$ cat config.mk
export PLATFORM = sky130hd
export DESIGN_NAME = ultrasonic_trig_seq
export DESIGN_NICKNAME = d
export VERILOG_FILES = /design/src/rtl/ultrasonic_trig_seq_pkg.sv /design/src/rtl/trig_rr_pick.sv /design/src/rtl/ultrasonic_trig_seq.sv
export SDC_FILE = /design/constraint.sdc
export NUM_CORES = 1
export LEC_CHECK = 0
export CORE_MARGIN = 2
export CORE_UTILIZATION = 60
export CTS_BUF_LIST = sky130_fd_sc_hd__clkbuf_16
export CTS_CLUSTER_DIAMETER = 80
export DETAILED_ROUTE_END_ITERATION = 16
export DONT_BUFFER_PORTS = 1
export PLACE_DENSITY = 0.76
export SLEW_MARGIN = 0
export SYNTH_ARGS = -nofsm -noshare
export SYNTH_HDL_FRONTEND = slang
export SYNTH_SLANG_ARGS = --single-unit
$ cat constraint.sdc
create_clock -name clk_1m -period 3.2 [get_ports clk_1m]
set_input_delay 0.32 -clock clk_1m [delete_from_list [all_inputs] [get_ports clk_1m]]
set_output_delay 0.32 -clock clk_1m [all_outputs]
set_load 0.05 [all_outputs]
$ cat src/rtl/ultrasonic_trig_seq_pkg.sv
// Shared types and constants for the ultrasonic trigger sequencer.
// Tick constants assume a 1 MHz clock (1 tick = 1 us).
package ultrasonic_pkg;

   typedef enum logic [1:0] {
      IDLE  = 2'd0,
      PULSE = 2'd1,
      WAIT  = 2'd2
   } trig_state_e;

   localparam int TRIG_PULSE_US  = 10;
   localparam int TRIG_PERIOD_US = 100000;

   // Channel index width; a single-channel build still gets a 1-bit index.
   function automatic int idx_w(input int n);
      return (n > 1) ? $clog2(n) : 1;
   endfunction

endpackage

$ cat src/rtl/trig_rr_pick.sv
// Round-robin channel picker: next set mask bit above the current index,
// wrapping to the lowest set bit; 'first' selects the lowest set bit directly.
module trig_rr_pick #(
   parameter int NUM_CH = 4,
   parameter int IDX_W  = 2
) (
   input  logic [NUM_CH-1:0] mask_i,
   input  logic [IDX_W-1:0]  cur_idx_i,
   input  logic              first_i,
   output logic [IDX_W-1:0]  nxt_idx_o,
   output logic              wrap_o,
   output logic              none_o
);

   logic [IDX_W-1:0] lo_idx;
   logic [IDX_W-1:0] hi_idx;
   logic             lo_found;
   logic             hi_found;

   // Scanning downwards leaves the lowest qualifying index as the final assignment.
   always_comb begin
      lo_idx   = '0;
      hi_idx   = '0;
      lo_found = 1'b0;
      hi_found = 1'b0;
      for (int i = NUM_CH - 1; i >= 0; i--) begin
         if (mask_i[i]) begin
            lo_idx   = i[IDX_W-1:0];
            lo_found = 1'b1;
            if (i > int'(cur_idx_i)) begin
               hi_idx   = i[IDX_W-1:0];
               hi_found = 1'b1;
            end
         end
      end
   end

   always_comb begin
      none_o = ~lo_found;
      if (first_i || !hi_found) begin
         nxt_idx_o = lo_idx;
         wrap_o    = ~first_i & lo_found;
      end else begin
         nxt_idx_o = hi_idx;
         wrap_o    = 1'b0;
      end
   end

endmodule

$ cat src/rtl/ultrasonic_trig_seq.sv
// Multi-channel ultrasonic trigger sequencer: one channel fires per slot,
// round-robin over a mask sampled at slot boundaries, continuous or single-sweep.
module ultrasonic_trig_seq
   import ultrasonic_pkg::*;
#(
   parameter int NUM_CH       = 4,
   parameter int PULSE_TICKS  = TRIG_PULSE_US,
   parameter int PERIOD_TICKS = TRIG_PERIOD_US,
   parameter int CNT_W        = 20,
   parameter int IDX_W        = idx_w(NUM_CH)
) (
   input  logic              clk_1m,
   input  logic              rst,
   input  logic              en,
   input  logic              mode,
   input  logic              start,
   input  logic [NUM_CH-1:0] ch_mask,
   output logic [NUM_CH-1:0] trig,
   output logic [IDX_W-1:0]  ch_idx,
   output logic              slot_start,
   output logic              busy,
   output logic              sweep_done
);

   localparam logic [CNT_W-1:0] PULSE_LAST  = CNT_W'(PULSE_TICKS - 1);
   localparam logic [CNT_W-1:0] PERIOD_LAST = CNT_W'(PERIOD_TICKS - 1);

   trig_state_e       state_q;
   logic [CNT_W-1:0]  cnt_q;
   logic [CNT_W-1:0]  cnt_d;
   logic [NUM_CH-1:0] trig_q;
   logic [IDX_W-1:0]  ch_idx_q;
   logic              slot_start_q;
   logic              busy_q;
   logic              sweep_done_q;

   logic [IDX_W-1:0]  pick_idx;
   logic              pick_wrap;
   logic              pick_none;
   logic              launch_req;

   trig_rr_pick #(
      .NUM_CH (NUM_CH),
      .IDX_W  (IDX_W)
   ) u_pick (
      .mask_i    (ch_mask),
      .cur_idx_i (ch_idx_q),
      .first_i   (state_q == IDLE),
      .nxt_idx_o (pick_idx),
      .wrap_o    (pick_wrap),
      .none_o    (pick_none)
   );

   assign cnt_d      = cnt_q + 1'b1;
   assign launch_req = en & ~pick_none & (~mode | start);

   always_ff @(posedge clk_1m) begin
      if (rst) begin
         state_q      <= IDLE;
         cnt_q        <= '0;
         trig_q       <= '0;
         ch_idx_q     <= '0;
         slot_start_q <= 1'b0;
         busy_q       <= 1'b0;
         sweep_done_q <= 1'b0;
      end else begin
         slot_start_q <= 1'b0;
         sweep_done_q <= 1'b0;
         case (state_q)
            IDLE: begin
               if (launch_req) begin
                  state_q      <= PULSE;
                  cnt_q        <= '0;
                  trig_q       <= NUM_CH'(1) << pick_idx;
                  ch_idx_q     <= pick_idx;
                  slot_start_q <= 1'b1;
                  busy_q       <= 1'b1;
               end
            end
            PULSE: begin
               if (!en) begin
                  state_q <= IDLE;
                  cnt_q   <= '0;
                  trig_q  <= '0;
                  busy_q  <= 1'b0;
               end else begin
                  cnt_q <= cnt_d;
                  if (cnt_q == PULSE_LAST) begin
                     state_q <= WAIT;
                     trig_q  <= '0;
                  end
               end
            end
            WAIT: begin
               if (!en) begin
                  state_q <= IDLE;
                  cnt_q   <= '0;
                  busy_q  <= 1'b0;
               end else if (cnt_q == PERIOD_LAST) begin
                  // Slot boundary: mask and mode are only looked at here.
                  cnt_q <= '0;
                  if (pick_none) begin
                     state_q <= IDLE;
                     busy_q  <= 1'b0;
                  end else if (mode && pick_wrap) begin
                     state_q      <= IDLE;
                     busy_q       <= 1'b0;
                     sweep_done_q <= 1'b1;
                  end else begin
                     state_q      <= PULSE;
                     trig_q       <= NUM_CH'(1) << pick_idx;
                     ch_idx_q     <= pick_idx;
                     slot_start_q <= 1'b1;
                  end
               end else begin
                  cnt_q <= cnt_d;
               end
            end
            default: begin
               state_q <= IDLE;
               cnt_q   <= '0;
               trig_q  <= '0;
               busy_q  <= 1'b0;
            end
         endcase
      end
   end

   assign trig       = trig_q;
   assign ch_idx     = ch_idx_q;
   assign slot_start = slot_start_q;
   assign busy       = busy_q;
   assign sweep_done = sweep_done_q;

endmodule

==> run_summary.xml <==
<?xml version="1.0" encoding="UTF-8"?>
<metrics>
  <group name="yosys">
    <metric name="synth_area_leaders" unit="">sky130_fd_sc_hd__dfxtp_1 35%, sky130_fd_sc_hd__nor2_1 8.2%, sky130_fd_sc_hd__xnor2_1 7.5%, sky130_fd_sc_hd__ha_1 4.3%, sky130_fd_sc_hd__mux2i_1 4.0%</metric>
    <metric name="synthTopCellsByCount" unit="">38 x sky130_fd_sc_hd__nor2_1, 31 x sky130_fd_sc_hd__dfxtp_1, 15 x sky130_fd_sc_hd__xnor2_1, 14 x sky130_fd_sc_hd__inv_1, 12 x sky130_fd_sc_hd__nand2_1</metric>
    <metric name="synth-main-ff-cell" unit="">sky130_fd_sc_hd__dfxtp_1</metric>
    <metric name="muxShareOfSynthArea" unit="%">4.65</metric>
    <metric name="synth.top_cell.area_share" unit="%">35.5</metric>
    <metric name="synth_seq_cells" unit="">31</metric>
    <metric name="netlist_area" unit="um^2">1750</metric>
    <metric name="syn_inst" unit="">214</metric>
    <metric name="async_reset_ff_share" unit="%">0</metric>
    <metric name="post-synth-top-count-cell" unit="">sky130_fd_sc_hd__nor2_1</metric>
    <metric name="synth_area_per_cell" unit="um^2">8.17</metric>
    <metric name="synth_edf_count" unit="">0</metric>
    <metric name="yosys.cell_types.count" unit="">47</metric>
    <metric name="post_synth_fa_ha_maj_area_fraction" unit="%">4.29</metric>
    <metric name="synth_sequential_area_ratio" unit="%">35.5</metric>
    <metric name="yosysWarningCount" unit="">0</metric>
    <metric name="synthSimpleGateAreaFrac" unit="%">29.5</metric>
    <metric name="dominant_combinational_cell_family_by_area_after_synthesis" unit="">simple AND/OR/NAND/NOR gates</metric>
    <metric name="synth.net_count" unit="">229</metric>
    <metric name="synth_area_in_xor_xnor" unit="%">9.51</metric>
    <metric name="synth_largest_area_cell" unit="">sky130_fd_sc_hd__dfxtp_1</metric>
    <metric name="synth_compound_area_share" unit="%">11.6</metric>
  </group>
  <group name="cts">
    <metric name="postCtsSetupBuffers" unit="">0</metric>
    <metric name="cts.clk_slew.worst_paths" unit="ns">0.05</metric>
    <metric name="postCtsHoldBufs" unit="">0</metric>
    <metric name="clock_path_buffers" unit="">2</metric>
    <metric name="cts_inserted_buffers" unit="">5</metric>
    <metric name="post_cts_resize_count" unit="">0</metric>
    <metric name="cts_tree" unit="">done</metric>
    <metric name="total_clock_sinks" unit="">31</metric>
    <metric name="cts.root.buffer_cell" unit="">sky130_fd_sc_hd__clkbuf_16</metric>
    <metric name="clk-insertion-delay-late" unit="ns">0.28</metric>
    <metric name="htree_levels" unit="">2</metric>
  </group>
  <group name="worst_setup_path">
    <metric name="timing.critical_path.cells" unit="">nor3b_1 -&gt; or3b_2 -&gt; or2_2 -&gt; a311oi_1 -&gt; mux2_2 -&gt; a21oi_1</metric>
    <metric name="timing.reg2reg.setup_slack" unit="ns">0.58</metric>
    <metric name="timing.critical_path.to_type" unit="">flip-flop</metric>
    <metric name="crit_type" unit="">flip-flop to flip-flop</metric>
    <metric name="path_delay_family" unit="">simple AND/OR/NAND/NOR gates</metric>
    <metric name="worst_setup_path_start_kind" unit="">flip-flop</metric>
    <metric name="critical_path.reg2reg.startpoint" unit="">ch_idx[0]</metric>
    <metric name="reg2regPathDepth" unit="">6</metric>
    <metric name="timing.critical_path.required" unit="ns">3.41</metric>
    <metric name="crit-reg2reg-capture" unit="">busy</metric>
    <metric name="cp-startpoint" unit="">ch_idx[0]</metric>
    <metric name="worst_path_largest_cell_delay" unit="ns">0.75</metric>
    <metric name="timing.critical_path.slowest_stage_cell" unit="">sky130_fd_sc_hd__dfxtp_1</metric>
    <metric name="timing.critical_path.buf_inv" unit="">0</metric>
    <metric name="crit_path_max_fanout" unit="">8</metric>
    <metric name="worstPathArrival" unit="ns">2.83</metric>
  </group>
  <group name="power">
    <metric name="cellLeakagePower" unit="uW">0.000667</metric>
    <metric name="ir_worst_vdd" unit="mV">0.648</metric>
    <metric name="total_power" unit="uW">1240</metric>
    <metric name="areal_power_density_over_the_cells" unit="nW/um^2">642</metric>
  </group>
  <group name="timing">
    <metric name="final-setup-viol-count" unit="">0</metric>
    <metric name="finalMaxSlewViolations" unit="">0</metric>
    <metric name="hold_slack" unit="ns">0.108</metric>
    <metric name="worst-slew-pin-transition" unit="ns">0.679</metric>
    <metric name="final.min_clock_period" unit="ns">2.62</metric>
    <metric name="max_clock_freq" unit="MHz">382</metric>
    <metric name="worst_clock_skew" unit="ns">0.00434</metric>
    <metric name="max_slew_margin" unit="%">54.7</metric>
    <metric name="rsz0062_at_grt" unit="">false</metric>
    <metric name="timing.setup.tns" unit="ns">0</metric>
    <metric name="timing_hold_violations_final" unit="">0</metric>
    <metric name="fin_crit_sh" unit="%">81.8</metric>
  </group>
  <group name="global_route">
    <metric name="grt_first_pass_wirelength" unit="mm">6.32</metric>
    <metric name="grt_use_total" unit="%">24.6</metric>
    <metric name="global_route_overflow" unit="">0</metric>
    <metric name="antenna_found_initial" unit="">0</metric>
    <metric name="grt_max_degree" unit="">21</metric>
    <metric name="first_global_vias" unit="">1461</metric>
  </group>
  <group name="flow_run">
    <metric name="max_cap_violations" unit="">0</metric>
  </group>
  <group name="placed_design">
    <metric name="dpl.hpwl" unit="mm">2.64</metric>
    <metric name="dpl_cell_area" unit="um^2">1770</metric>
    <metric name="io_buffer_count" unit="">0</metric>
    <metric name="routabilityCongestion" unit="">0.825</metric>
  </group>
  <group name="floorplan">
    <metric name="core" unit="um^2">2760</metric>
    <metric name="num_rows" unit="">19</metric>
    <metric name="die_w" unit="um">58.0</metric>
    <metric name="initial_utilization" unit="%">63.4</metric>
    <metric name="boundaryPins" unit="">18</metric>
    <metric name="die_footprint" unit="um^2">3360</metric>
    <metric name="die_h" unit="um">58.0</metric>
  </group>
  <group name="worst_hold_path">
    <metric name="min-delay-start" unit="">rst</metric>
    <metric name="hold_path_depth" unit="">1</metric>
    <metric name="min-delay-path-class" unit="">input port to flip-flop</metric>
    <metric name="hold_path_end" unit="">state_q[0]</metric>
  </group>
  <group name="cells_and_area">
    <metric name="final_core_util" unit="%">70.1</metric>
    <metric name="nets" unit="">231</metric>
    <metric name="synthesis_to_finish_area_growth" unit="%">10.5</metric>
    <metric name="postLayoutCellArea" unit="um^2">1930</metric>
    <metric name="drive_gt1_share" unit="%">8.29</metric>
    <metric name="insertedDiodeCount" unit="">0</metric>
  </group>
  <group name="detailed_routing">
    <metric name="wl_per_cell" unit="um">14.9</metric>
    <metric name="ant_nets" unit="">0</metric>
    <metric name="avgViaCountPerCell" unit="">6.08</metric>
    <metric name="drt_pass1_iterations" unit="">4</metric>
    <metric name="wl" unit="mm">3.69</metric>
    <metric name="number_of_drc_violations_after_detailed_routing" unit="">0</metric>
    <metric name="total_via_count_after_detailed_routing" unit="">1509</metric>
    <metric name="detail_route.iter0.violations" unit="">58</metric>
  </group>
  <group name="run_status">
    <metric name="status" unit="">complete, no violations</metric>
  </group>
</metrics>
[worst max path at each step]
stage | cells past startpoint | slack, ns | to
floorplan | 6 | 0.79 | busy
global placement | 6 | 0.71 | busy
detailed placement | 6 | 0.62 | busy
CTS | 6 | 0.61 | busy
global route | 7 | 0.50 | busy
finish | 6 | 0.58 | busy
[power by group]
| group | switching, uW | internal [uW] | total (uW) |
|---|---|---|---|
| logic | 132 | 95.3 | 227 |
| clock network | 160 | 362 | 522 |
| registers | 80.1 | 413 | 493 |
[per-stage QoR]
| step | setup slack, ns | instances |
|---|---|---|
| floorplan | 0.789 | 214 |
| global placement | 0.712 | 240 |
| detailed placement | 0.623 | 240 |
| CTS | 0.614 | 248 |
| global route | 0.504 | 248 |
| finish | 0.581 | 248 |
[per-layer routing]
| layer | wire (um) | vias to the layer above | global-route usage [%] |
|---|---|---|---|
| met4 | 82 | 0 | 11.3 |
| met5 | 0 | - | 0 |
| met1 | 1580 | 722 | 28.9 |
| met3 | 168 | 9 | 7.81 |
| met2 | 1850 | 34 | 40.9 |
| li1 | - | 744 | - |
[state kept, by name, summed over array words and instances (netlist names)]
signal and flops:
cnt_q 20, slot_start 1, state_q 2, busy 1, sweep_done 1, ch_idx 2, trig 4
[placed cells by master (no fill, tap or decap), drive strengths merged, types with 6 or more instances in the layout]
cell type / Yosys / final
inv: 14 / 14
nand3: 11 / 11
dfxtp: 31 / 31
nor2: 38 / 38
nand2b: 6 / 6
nand2: 12 / 12
xnor2: 15 / 15
mux2i: 7 / 7
nor3: 8 / 8
ha: 6 / 6
a21oi: 10 / 10
[area by class of cell]
cell class / count / area [um^2]
Sequential cell: 31 / 621
Clock buffer: 5 / 125
Tap cell: 31 / 38.8
Timing Repair Buffer: 2 / 15.0
Inverter: 14 / 52.6
Fill cell: 232 / 825
Multi-Input combinational cell: 162 / 1040
Clock inverter: 3 / 38.8
[cells by family (layout without fill, tap and decap cells)]
family | after synthesis | after routing
AND/OR/NAND/NOR | 101 | 101
flip-flops | 31 | 31
AO/OA/AOI/OAI | 28 | 28
buffers and inverters | 21 | 24
XOR/XNOR | 19 | 19
multiplexers | 8 | 8
adder cells (fa/ha/maj) | 6 | 6
Note: power is estimated with default switching activity, not from simulation.
